File: src/rtl/vga_pkg.sv
// ============================================================================
// vga_pkg: 640x480@60 timing constants and widths shared by the display path
// Rev 1.0
// ============================================================================
`default_nettype none

package vga_pkg;

    localparam int H_ACTIVE = 640;
    localparam int H_FP     = 16;
    localparam int H_SYNC   = 96;
    localparam int H_BP     = 48;
    localparam int H_TOTAL  = H_ACTIVE + H_FP + H_SYNC + H_BP;

    localparam int V_ACTIVE = 480;
    localparam int V_FP     = 10;
    localparam int V_SYNC   = 2;
    localparam int V_BP     = 33;
    localparam int V_TOTAL  = V_ACTIVE + V_FP + V_SYNC + V_BP;

    localparam int CLK_DIV  = 4;

    localparam int CNT_W    = 10;
    localparam int COLOR_W  = 12;
    localparam int X_W      = 10;
    localparam int Y_W      = 9;

    localparam logic [COLOR_W-1:0] BLACK = 12'h000;

    // Inclusive window test used for both sync pulses.
    function automatic logic in_window(input logic [CNT_W-1:0] val,
                                       input logic [CNT_W-1:0] lo,
                                       input logic [CNT_W-1:0] hi);
        return (val >= lo) && (val <= hi);
    endfunction

endpackage

`default_nettype wire

File: src/rtl/vga_scan_wrap_counter.sv
// ============================================================================
// wrap_counter: enabled modulo-MOD counter with a single-cycle wrap strobe
// Rev 1.0
// ============================================================================
`default_nettype none

module wrap_counter #(
    parameter int MOD = 4,
    parameter int W   = 2
) (
    input  logic         clk,
    input  logic         rst_n,
    input  logic         en,
    output logic [W-1:0] cnt,
    output logic         wrap
);

    localparam logic [W-1:0] LAST = W'(MOD - 1);

    // Wrap is qualified by enable so it can chain directly into the next stage.
    assign wrap = en && (cnt == LAST);

    always_ff @(posedge clk or negedge rst_n) begin
        if (!rst_n) begin
            cnt <= '0;
        end else if (en) begin
            cnt <= (cnt == LAST) ? '0 : cnt + W'(1);
        end
    end

endmodule

`default_nettype wire

File: src/rtl/vga_scan.sv
// ============================================================================
// vga_scan: VGA scan generator with registered, blanked RGB444 and sync outputs
// Rev 1.0
// ============================================================================
`default_nettype none

module vga_scan
    import vga_pkg::*;
#(
    parameter int H_ACTIVE = vga_pkg::H_ACTIVE,
    parameter int H_FP     = vga_pkg::H_FP,
    parameter int H_SYNC   = vga_pkg::H_SYNC,
    parameter int H_BP     = vga_pkg::H_BP,
    parameter int V_ACTIVE = vga_pkg::V_ACTIVE,
    parameter int V_FP     = vga_pkg::V_FP,
    parameter int V_SYNC   = vga_pkg::V_SYNC,
    parameter int V_BP     = vga_pkg::V_BP,
    parameter int CLK_DIV  = vga_pkg::CLK_DIV
) (
    input  logic               clk,
    input  logic               rst_n,
    input  logic [COLOR_W-1:0] color,
    output logic [X_W-1:0]     x,
    output logic [Y_W-1:0]     y,
    output logic               active,
    output logic [3:0]         r,
    output logic [3:0]         g,
    output logic [3:0]         b,
    output logic               hs,
    output logic               vs,
    output logic               frame_tick
);

    localparam int H_TOT = H_ACTIVE + H_FP + H_SYNC + H_BP;
    localparam int V_TOT = V_ACTIVE + V_FP + V_SYNC + V_BP;
    localparam int DIV_W = (CLK_DIV > 1) ? $clog2(CLK_DIV) : 1;

    localparam logic [DIV_W-1:0] DIV_LAST = DIV_W'(CLK_DIV - 1);
    localparam logic [CNT_W-1:0] H_ACT_C  = CNT_W'(H_ACTIVE);
    localparam logic [CNT_W-1:0] V_ACT_C  = CNT_W'(V_ACTIVE);
    localparam logic [CNT_W-1:0] HS_START = CNT_W'(H_ACTIVE + H_FP);
    localparam logic [CNT_W-1:0] HS_END   = CNT_W'(H_ACTIVE + H_FP + H_SYNC - 1);
    localparam logic [CNT_W-1:0] VS_START = CNT_W'(V_ACTIVE + V_FP);
    localparam logic [CNT_W-1:0] VS_END   = CNT_W'(V_ACTIVE + V_FP + V_SYNC - 1);

    logic [DIV_W-1:0]   div_cnt;
    logic               div_wrap;
    logic               pix_en;
    logic [CNT_W-1:0]   h_cnt;
    logic               h_wrap;
    logic [CNT_W-1:0]   v_cnt;
    logic               v_wrap;
    logic [COLOR_W-1:0] rgb_reg;

    wrap_counter #(.MOD(CLK_DIV), .W(DIV_W)) u_div (
        .clk   (clk),
        .rst_n (rst_n),
        .en    (1'b1),
        .cnt   (div_cnt),
        .wrap  (div_wrap)
    );

    // The divider is free-running, so both terms are equivalent; the count
    // compare keeps the pixel phase explicit.
    assign pix_en = div_wrap && (div_cnt == DIV_LAST);

    wrap_counter #(.MOD(H_TOT), .W(CNT_W)) u_h (
        .clk   (clk),
        .rst_n (rst_n),
        .en    (pix_en),
        .cnt   (h_cnt),
        .wrap  (h_wrap)
    );

    wrap_counter #(.MOD(V_TOT), .W(CNT_W)) u_v (
        .clk   (clk),
        .rst_n (rst_n),
        .en    (h_wrap),
        .cnt   (v_cnt),
        .wrap  (v_wrap)
    );

    assign x      = h_cnt[X_W-1:0];
    assign y      = v_cnt[Y_W-1:0];
    assign active = (h_cnt < H_ACT_C) && (v_cnt < V_ACT_C);

    // Colour and syncs are registered on the same pix_en so they share one lag.
    always_ff @(posedge clk or negedge rst_n) begin
        if (!rst_n) begin
            rgb_reg <= BLACK;
            hs      <= 1'b1;
            vs      <= 1'b1;
        end else if (pix_en) begin
            rgb_reg <= active ? color : BLACK;
            hs      <= ~in_window(h_cnt, HS_START, HS_END);
            vs      <= ~in_window(v_cnt, VS_START, VS_END);
        end
    end

    always_ff @(posedge clk or negedge rst_n) begin
        if (!rst_n) begin
            frame_tick <= 1'b0;
        end else begin
            frame_tick <= v_wrap;
        end
    end

    assign r = rgb_reg[11:8];
    assign g = rgb_reg[7:4];
    assign b = rgb_reg[3:0];

endmodule

`default_nettype wire

File: config.mk
export PLATFORM = sky130hd
export DESIGN_NAME = vga_scan
export DESIGN_NICKNAME = d
export VERILOG_FILES = /design/src/rtl/vga_pkg.sv /design/src/rtl/vga_scan_wrap_counter.sv /design/src/rtl/vga_scan.sv
export SDC_FILE = /design/constraint.sdc
export NUM_CORES = 1
export LEC_CHECK = 0
export ABC_AREA = 0
export ABC_CLOCK_PERIOD_IN_PS = 4200
export CAP_MARGIN = 20
export CORE_MARGIN = 2
export CORE_UTILIZATION = 65
export CTS_CLUSTER_DIAMETER = 150
export DETAILED_ROUTE_END_ITERATION = 7
export DONT_BUFFER_PORTS = 1
export GPL_TIMING_DRIVEN = 1
export HOLD_SLACK_MARGIN = 0.12
export PLACE_DENSITY = 0.81
export SLEW_MARGIN = 20
export SYNTH_ARGS = -nofsm -noshare
export SYNTH_HDL_FRONTEND = slang
export SYNTH_SLANG_ARGS = --single-unit
File: constraint.sdc
create_clock -name clk -period 4.2 [get_ports clk]
set_input_delay 0.42 -clock clk [delete_from_list [all_inputs] [get_ports clk]]
set_output_delay 0.42 -clock clk [all_outputs]
set_load 0.03 [all_outputs]
; ---- Yosys cells after proc, flatten, opt, wreduce, memory -nomap -nowiden
; Index checks and enable logic that the tools add are counted.
[word_totals]
register_bits = 37
in_bits = 14
word_cells = 30
[classes]
add_sub_neg = 3
n_lt_le_gt_ge = 6
eq_ne = 3
n_mux = 4
bitwise = 2
n_reduce_logical = 5
[ops]
columns = cell, count
row1 = $add A10 B1 Y10 const B, 2
row2 = $eq A10 B10 Y1 const B, 2
row3 = $mux W10, 2
row4 = $mux W12, 1
row5 = $ge A10 B10 Y1 const B, 1
row6 = $ge A10 B9 Y1 const B, 1
row7 = $le A10 B10 Y1 const B, 1
row8 = $le A10 B9 Y1 const B, 1
row9 = $lt A10 B10 Y1 const B, 1
row10 = $lt A10 B9 Y1 const B, 1
row11 = $logic_and A1 B1 Y1, 5
row12 = $add A2 B1 Y2 const B, 1
row13 = $eq A2 B2 Y1 const B, 1
row14 = $mux W2, 1
row15 = $not A1 Y1, 2

; ---- Longest topological paths before layout
; Gate-level depths: netlist of run 1.
[depth]
depth_word = 3
depth_mapped = 6
mapped_depth_nobuf = 6

; ---- Modules after synthesis
; Synthesis of run 1 repeated with hierarchy kept, for this count alone.
[unflattened]
cells_unflattened = 178
hier_area_um2 = 1870.5
[by_module_without_submodules]
columns = module, n_inst, cells_each, area_per_inst_um2
row1 = vga_scan, 1, 71, 728.2
row2 = wrap_counter at u_v, 1, 50, 530.5
row3 = wrap_counter at u_h, 1, 50, 510.5
row4 = wrap_counter at u_div, 1, 7, 101.3

; ---- Least setup slack after synthesis of run 1
; No wires, ideal clock.
[synth_path]
kind = register -> register
from = register u_h.cnt[6]
to = register u_v.cnt[9]
setup_time_ps = 77
arrival_ps = 2277
t_required_ps = 4123
path_slack_ps = 1845
stages_incl_launch_ff = 7
n_path_buf = 2
synth_period_minus_slack_ps = 2355
cell_sequence = dfrtp_1 > buf_6 > or4b_4 > buf_6 > or4_4 > or3_1 > a21oi_1
[synth_between]
elab_chain_cells = 2
[synth_rtl]
columns = element, line
row1 = from (decl), vga_scan_wrap_counter.sv:14  ; output logic [W-1:0] cnt,
row2 = from (signal assigned), vga_scan_wrap_counter.sv:27  ; cnt <= (cnt == LAST) ? '0 : cnt + W'(1);
row3 = $eq A10 B10 Y1, vga_scan_wrap_counter.sv:21  ; assign wrap = en && (cnt == LAST);
row4 = $logic_and A1 B1 Y1, vga_scan_wrap_counter.sv:21
row5 = to (signal assigned), vga_scan_wrap_counter.sv:27
row6 = to (decl), vga_scan_wrap_counter.sv:14
; No other way between the ends.
; A chain may end at the register's enable or synchronous reset.

; ---- Worst setup path in the final report of run 1
[layout_path]
from = register u_h.cnt[7]
to = output port active
[layout_between]
elab_chain_cells = 2
[layout_rtl]
columns = element, line
row1 = $lt A10 B10 Y1, vga_scan.sv:85  ; assign active = (h_cnt < H_ACT_C) && (v_cnt < V_ACT_C);
row2 = $logic_and A1 B1 Y1, vga_scan.sv:85
row3 = to (decl), vga_scan.sv:25  ; output logic active,
; No other way between the ends.

==> summary.md, run 1 <==
| Metric | Value |
|---|---|
| Worst slew margin relative to its limit | `64.1%` |
| P_int | `0.509 mW` |
| Outcome | `completed` |
| Routed via count | `1313` |
| Layout cells sized above 1 | `8.99%` |
| Die area | `0.00324 mm2` |
| CP startpoint kind | `register` |
| Routability Congestion | `0.848` |
| Std cell rows | `19` |
| Leak | `0.804 nW` |
| Clk_skew | `0.0106 ns` |
| Reg clk slew, reported paths | `0.11 ns` |
| DRT antenna net count | `0` |
| Period utilisation layout | `58.8%` |
| CTS root buf | `clkbuf_4` |
| Least-Margin Pin Slew | `0.534 ns` |
| Number of remaining DRC errors | `0` |
| Arr. time, crit path | `2.05 ns` |
| # Post-CTS Setup Buffers | `0` |
| CTS Hold Bufs | `2` |
| Cell total after placement | `199` |
| Comb pwr share | `2.3%` |
| HP Class | `in -> reg` |
| Area leader, netlist | `dfrtp_1` |
| Synth top cells by count | `dfrtp_1 (35), inv_1 (17), nand2_1 (17), o22ai_1 (13), nor2_1 (11)` |
| FMAX | `0.405 GHz` |
| Die height | `57.0 um` |
| H-tree depth | `2` |
| Post-synth cell types | `35` |
| Die X | `57.0 um` |
| Initial antenna violation count | `0` |
| Post-CTS sizing | `0` |
| Final Hold Fails | `0` |
| HPWL after DPL | `2.42 mm` |
| Routed vias/inst | `6.28` |
| Share of the synthesized area in the top cell type | `48.0%` |
| Drt total wl | `3.33 mm` |
| Max Cap Viol | `0` |
| Post-synthesis net count | `205` |
| Max reg flops | `12` |
| Max VDD drop | `369 uV` |
| Sequential power share | `58.1%` |
| WS Path Type | `reg -> out` |
| N_diodes | `0` |
| Post-synth EDFFs | `0` |
| Fill cell count | `215` |
| Number of port buffers | `0` |
| Post-Syn Area | `0.00182 mm2` |
| First-pass GRT wire length | `5.46 mm` |
| Worst path required time | `3.78 ns` |
| Routed WL per cell | `15.9 um` |
| Syn Inst Count | `186` |
| Clk sink count | `37` |
| CP Capture Type | `output port` |
| Initial Util | `67.3%` |
| Finished Layout Cells | `209` |
| Area growth syn-to-layout | `2.33%` |
| Switch share | `21.7%` |
| CP peak stage delay | `0.59 ns` |
| Tmin final | `2.47 ns` |
| Slowest CP cell | `dfrtp_1` |
| Largest net degree at the start of global routing | `38` |
| Sequential area share after synthesis | `50.9%` |
| Core Box Area | `0.00271 mm2` |
| TNS Setup | `0 ns` |
| RSZ-0062 raised after global routing | `no` |
| Most frequent cell after synthesis | `dfrtp_1` |
| Final Max Slew Viols | `0` |
| Critical-path cell list | `o21ai_0 -> nand3b_1 -> inv_1` |
| Crit Path Max Fanout | `13` |
| Layout Nets | `196` |
| Top cells by area, synth | `dfrtp_1 (48%), o22ai_1 (4.5%), xnor2_1 (4.3%)` |
| Psw | `0.141 mW` |
| Clock Power Share | `39.5%` |
| Worst-skew pair later-pin latency | `0.34 ns` |
| Deepest clock path buffer count | `2` |
| Vias in the first global route | `1216` |
| Worst Path Buf+Inv | `1` |
| Yosys reg bits | `37` |
| I/O Pins | `49` |
| Total Routing Usage GR | `22.2%` |
| Grt ovf | `0` |
| Pwr dens | `349 mW/mm2` |
| # setup viols final | `0` |
| Critical path's top delay family | `flip-flops` |
| Iter 0 DRT Violations | `60` |
| Main synth FF type | `dfrtp_1` |
| First-pass DRT Iterations | `4` |
| Mean post-synth cell area | `9.80 um2` |
| Yosys synthesis warning count | `0` |
| CTS Buf Count | `5` |
| Async SR Flop Fraction | `100%` |
| TritonCTS clock tree | `yes` |
## power by group through the flow
stage               clock [mW]  sequential (mW)  combinational, mW
finish                   0.257            0.378             0.0151
global route             0.277            0.379             0.0183
CTS                      0.265            0.378             0.0159
detailed placement           0            0.385            0.00619
global placement             0            0.385            0.00544
floorplan                    0            0.384            0.00520
## layer usage
metal	global-route usage [%]	routed length (um)	up-vias
met1	27.8	1370	621
met3	8.39	273	11
met4	11.0	83	0
met5	0	0	-
met2	34.2	1600	63
li1	-	-	618
## worst paths after layout
| check | cells past startpoint | slack [ns] | end | from |
|---|---|---|---|---|
| min in group asynchronous | 2 | 0.52 | u_h.cnt[6] | rst_n |
| setup reg to reg | 5 | 1.77 | u_v.cnt[9] | u_h.cnt[1] |
| max in group asynchronous | 2 | 3.44 | vs | rst_n |
| hold reg to reg | 1 | 0.43 | u_div.cnt[0] | u_div.cnt[0] |
| hold / removal | 2 | 0.20 | rgb_reg[5] | color[5] |
| setup / recovery | 3 | 1.73 | active | u_h.cnt[7] |
## stage by stage
stage          power, mW  instance area (um2)  hold slack [ns]  worst slack [ns]  utilization (%)
3_3_place_gp       0.390                 1750            0.125              1.91             64.5
2_1_floorplan      0.389                 1820            0.124              1.85                -
4_1_cts            0.659                 1870            0.182              1.72             68.8
6_report           0.650                 1870            0.200              1.73             68.8
5_1_grt            0.674                 1870            0.177              1.55             68.8
3_5_place_dp       0.391                 1750            0.125              1.81             64.5
## worst register-to-register path, delay by kind of cell, from the launching register on
kind | cells | cell delay (ns)
simple gates | 3 | 1.30
compound gates | 1 | 0.17
flops | 1 | 0.59
fa+ha+maj | 1 | 0.28
## kinds of logic (layout without fill, tap and decap cells)
logic type | count (synthesis) | count (layout) | synth area share [%]
compound gates | 25 | 25 | 8.24
fa+ha+maj | 5 | 5 | 3.43
flops | 37 | 37 | 50.9
xor+xnor | 14 | 14 | 6.73
simple gates | 69 | 69 | 20.5
buf+inv | 36 | 28 | 10.2
## cell type report
type                       count  area (um2)  share of cell area (%)
clock buffer                   6        51.3                    2.75
clock inverter                 2        37.5                    2.01
inverter                      17        63.8                    3.42
multi-input combinational    113         708                    38.0
sequential                    37         928                    49.8
tap                           31        38.8                    2.08
timing repair buffer           3        37.5                    2.01
## cells in the final DEF (no fill, tap or decap), types with 2 or more instances in the layout
cell,count
dfrtp_1,35
inv_1,17
nand2_1,17
o22ai_1,13
nor2_1,11
nand3_1,10
nand4_1,9
xnor2_1,9
o21ai_0,6
nor4_1,5
xor2_1,5
ha_1,5
clkbuf_4,5
nor3_1,4
a21oi_1,3
and3_1,2
dfstp_2,2
(Power assumes the default switching activity.)
==> inputs of run 2 (changes only) <==
ABC_CLOCK_PERIOD_IN_PS = 2400   (was 4200)
CORE_UTILIZATION = 62   (was 65)
PLACE_DENSITY = 0.78   (was 0.81)
clock period = 2.4 ns   (was 4.2 ns; I/O delays follow)
==> summary.md, run 2 (same netlist as run 1, synthesis figures left out) <==
| Metric | Value |
|---|---|
| Outcome | `completed (unchanged)` |
| Sequential power share | `53.5% (was 58.1%)` |
| Core Box Area | `0.00278 mm2 (was 0.00271 mm2)` |
| R2r setup slk | `0.30 ns (was 1.77 ns)` |
| First-pass GRT wire length | `6.33 mm (was 5.46 mm)` |
| Number of remaining DRC errors | `0 (unchanged)` |
| # setup viols final | `0 (unchanged)` |
| Initial Util | `65.5% (was 67.3%)` |
| Clk_skew | `0.0112 ns (was 0.0106 ns)` |
| Area growth syn-to-layout | `15.4% (was 2.33%)` |
| Largest net degree at the start of global routing | `38 (unchanged)` |
| Clock Power Share | `43.0% (was 39.5%)` |
| FMAX | `0.477 GHz` |
| Tmin final | `2.10 ns` |
| Layout Nets | `222 (was 196)` |
| Routed via count | `1383 (was 1313)` |
| Crit path to | `u_v.cnt[9] (was active)` |
| I/O Pins | `49 (unchanged)` |
| CP Depth | `4 (was 3)` |
| # Post-CTS Setup Buffers | `0 (unchanged)` |
| Crit Path Max Fanout | `7 (was 13)` |
| CP peak stage delay | `0.59 ns (about the same)` |
| CTS Hold Bufs | `14 (was 2)` |
| Layer with the highest usage | `met2 (unchanged)` |
| N_diodes | `0 (unchanged)` |
| Worst path required time | `2.68 ns (was 3.78 ns)` |
| GRT met1 Usage | `31.3% (was 27.8%)` |
| Layout cells sized above 1 | `14.7% (was 8.99%)` |
| Number of port buffers | `0 (unchanged)` |
| Max VDD drop | `646 uV (was 369 uV)` |
| Iter 0 DRT Violations | `41 (was 60)` |
| Routability Congestion | `0.828 (was 0.848)` |
| Initial antenna violation count | `0 (unchanged)` |
| Worst slew margin relative to its limit | `66.6% (was 64.1%)` |
| Total Routing Usage GR | `24.7% (was 22.2%)` |
| Pwr dens | `589 mW/mm2 (was 349 mW/mm2)` |
| HP Class | `in -> async (was in -> reg)` |
| Clk sink count | `37 (unchanged)` |
| Cell total after placement | `213 (was 199)` |
| Drt total wl | `3.74 mm (was 3.33 mm)` |
| Max Cap Viol | `0 (unchanged)` |
| Critical path's top delay family | `simple AND/OR/NAND/NOR gates (was flip-flops)` |
| Final Max Slew Viols | `0 (unchanged)` |
| M2 GR Usage | `39.3% (was 34.2%)` |
| TNS Setup | `0 ns (unchanged)` |
| Most common cell after layout, fill and taps aside | `dfrtp_1 (unchanged)` |
| Finished Layout Cells | `235 (was 209)` |
| Final Hold Fails | `0 (unchanged)` |
| RSZ-0062 raised after global routing | `no (unchanged)` |
| Worst R2R End | `u_v.cnt[9] (unchanged)` |
| First-pass DRT Iterations | `4 (unchanged)` |
| Routed vias/inst | `5.89 (was 6.28)` |
| Slowest CP cell | `or4b_4 (was dfrtp_1)` |
| Max reg flops | `12 (unchanged)` |
| Vias in the first global route | `1389 (was 1216)` |
| P_int | `0.979 mW (was 0.509 mW)` |
| Psw | `0.260 mW (was 0.141 mW)` |
| H-tree depth | `2 (unchanged)` |
| CTS root buf | `clkbuf_4 (unchanged)` |
| Reg-to-Reg Start | `u_h.cnt[6] (was u_h.cnt[1])` |
| Deepest clock path buffer count | `2 (unchanged)` |
| R2R depth | `4 (was 5)` |
| Die area | `0.00339 mm2 (was 0.00324 mm2)` |
| Critical-path cell list | `or4b_4 -> or4_4 -> or3_1 -> a21oi_1 (was o21ai_0 -> nand3b_1 -> inv_1)` |
| WS Path Type | `reg -> reg (was reg -> out)` |
| Arr. time, crit path | `2.37 ns (was 2.05 ns)` |
| GRT met3 Usage | `7.81% (was 8.39%)` |
| HPWL after DPL | `2.55 mm (was 2.42 mm)` |
| Worst setup startpoint | `u_h.cnt[6] (was u_h.cnt[7])` |
| Period utilisation layout | `87.4%` |
| Post-CTS sizing | `0 (unchanged)` |
| Most frequent cells in the layout | `dfrtp_1 (35), inv_1 (17), nand2_1 (17) (unchanged)` |
| Grt ovf | `0 (unchanged)` |
| Die height | `58.2 um (was 57.0 um)` |
| Worst-skew pair later-pin latency | `0.35 ns (was 0.34 ns)` |
| Switch share | `21.0% (was 21.7%)` |
| CP Capture Type | `register (was output port)` |
| Worst Path Buf+Inv | `0 (was 1)` |
| Die X | `58.2 um (was 57.0 um)` |
| Comb pwr share | `3.5% (was 2.3%)` |
| Std cell rows | `19 (unchanged)` |
| CP startpoint kind | `register (unchanged)` |
| Reg clk slew, reported paths | `0.12 ns (was 0.11 ns)` |
| CTS Buf Count | `5 (unchanged)` |
| Least-Margin Pin Slew | `0.502 ns (was 0.534 ns)` |
| DRT antenna net count | `0 (unchanged)` |
| Routed WL per cell | `15.9 um (about the same)` |
| Leak | `0.937 nW (was 0.804 nW)` |
| TritonCTS clock tree | `yes (unchanged)` |
-- run 2: how the worst min path moves through the flow --
stage | startpoint | end | slack, ns
after CTS | rst_n | u_h.cnt[8] | 0.33
final | rst_n | u_h.cnt[9] | 0.33
after global placement | rst_n | u_h.cnt[9] | -0.05
after global routing | rst_n | rgb_reg[0] | 0.33
after detailed placement | rst_n | u_h.cnt[8] | -0.05
after floorplan | rst_n | frame_tick | -0.06
-- run 2: final cells by class --
type / instances / area (um2)
clock buffer: 5 / 37.5
clock inverter: 3 / 65.1
fill: 186 / 677
inverter: 17 / 63.8
multi-input combinational: 113 / 708
sequential: 37 / 928
tap: 31 / 38.8
timing repair buffer: 29 / 263
-- run 2: layer usage --
layer	vias up	part of all wire [%]
li1	665	-
met1	661	42
met2	51	50
met3	6	7.1
met4	0	1.1
met5	-	0
-- run 2: stage by stage --
| step | instance area, um2 | hold WS (ns) | power [mW] | utilization (%) | setup slack, ns |
|---|---|---|---|---|---|
| floorplan | 1820 | -0.0556 | 0.681 | - | 0.0454 |
| detailed placement | 1850 | -0.0547 | 0.685 | 66.6 | 0.338 |
| global placement | 1850 | -0.0547 | 0.683 | 66.6 | 0.382 |
| global route | 2100 | 0.335 | 1.27 | 75.7 | 0.206 |
| CTS | 2100 | 0.331 | 1.24 | 75.7 | 0.309 |
| finish | 2100 | 0.325 | 1.24 | 75.7 | 0.303 |
-- run 2: power by group through the flow --
stage / Combinational, mW / Sequential, mW / Clock (mW)
after floorplan: 0.00911 / 0.672 / 0
after global placement: 0.00969 / 0.674 / 0
after detailed placement: 0.0108 / 0.674 / 0
after CTS: 0.0433 / 0.662 / 0.535
after global routing: 0.0494 / 0.664 / 0.561
final: 0.0436 / 0.662 / 0.533
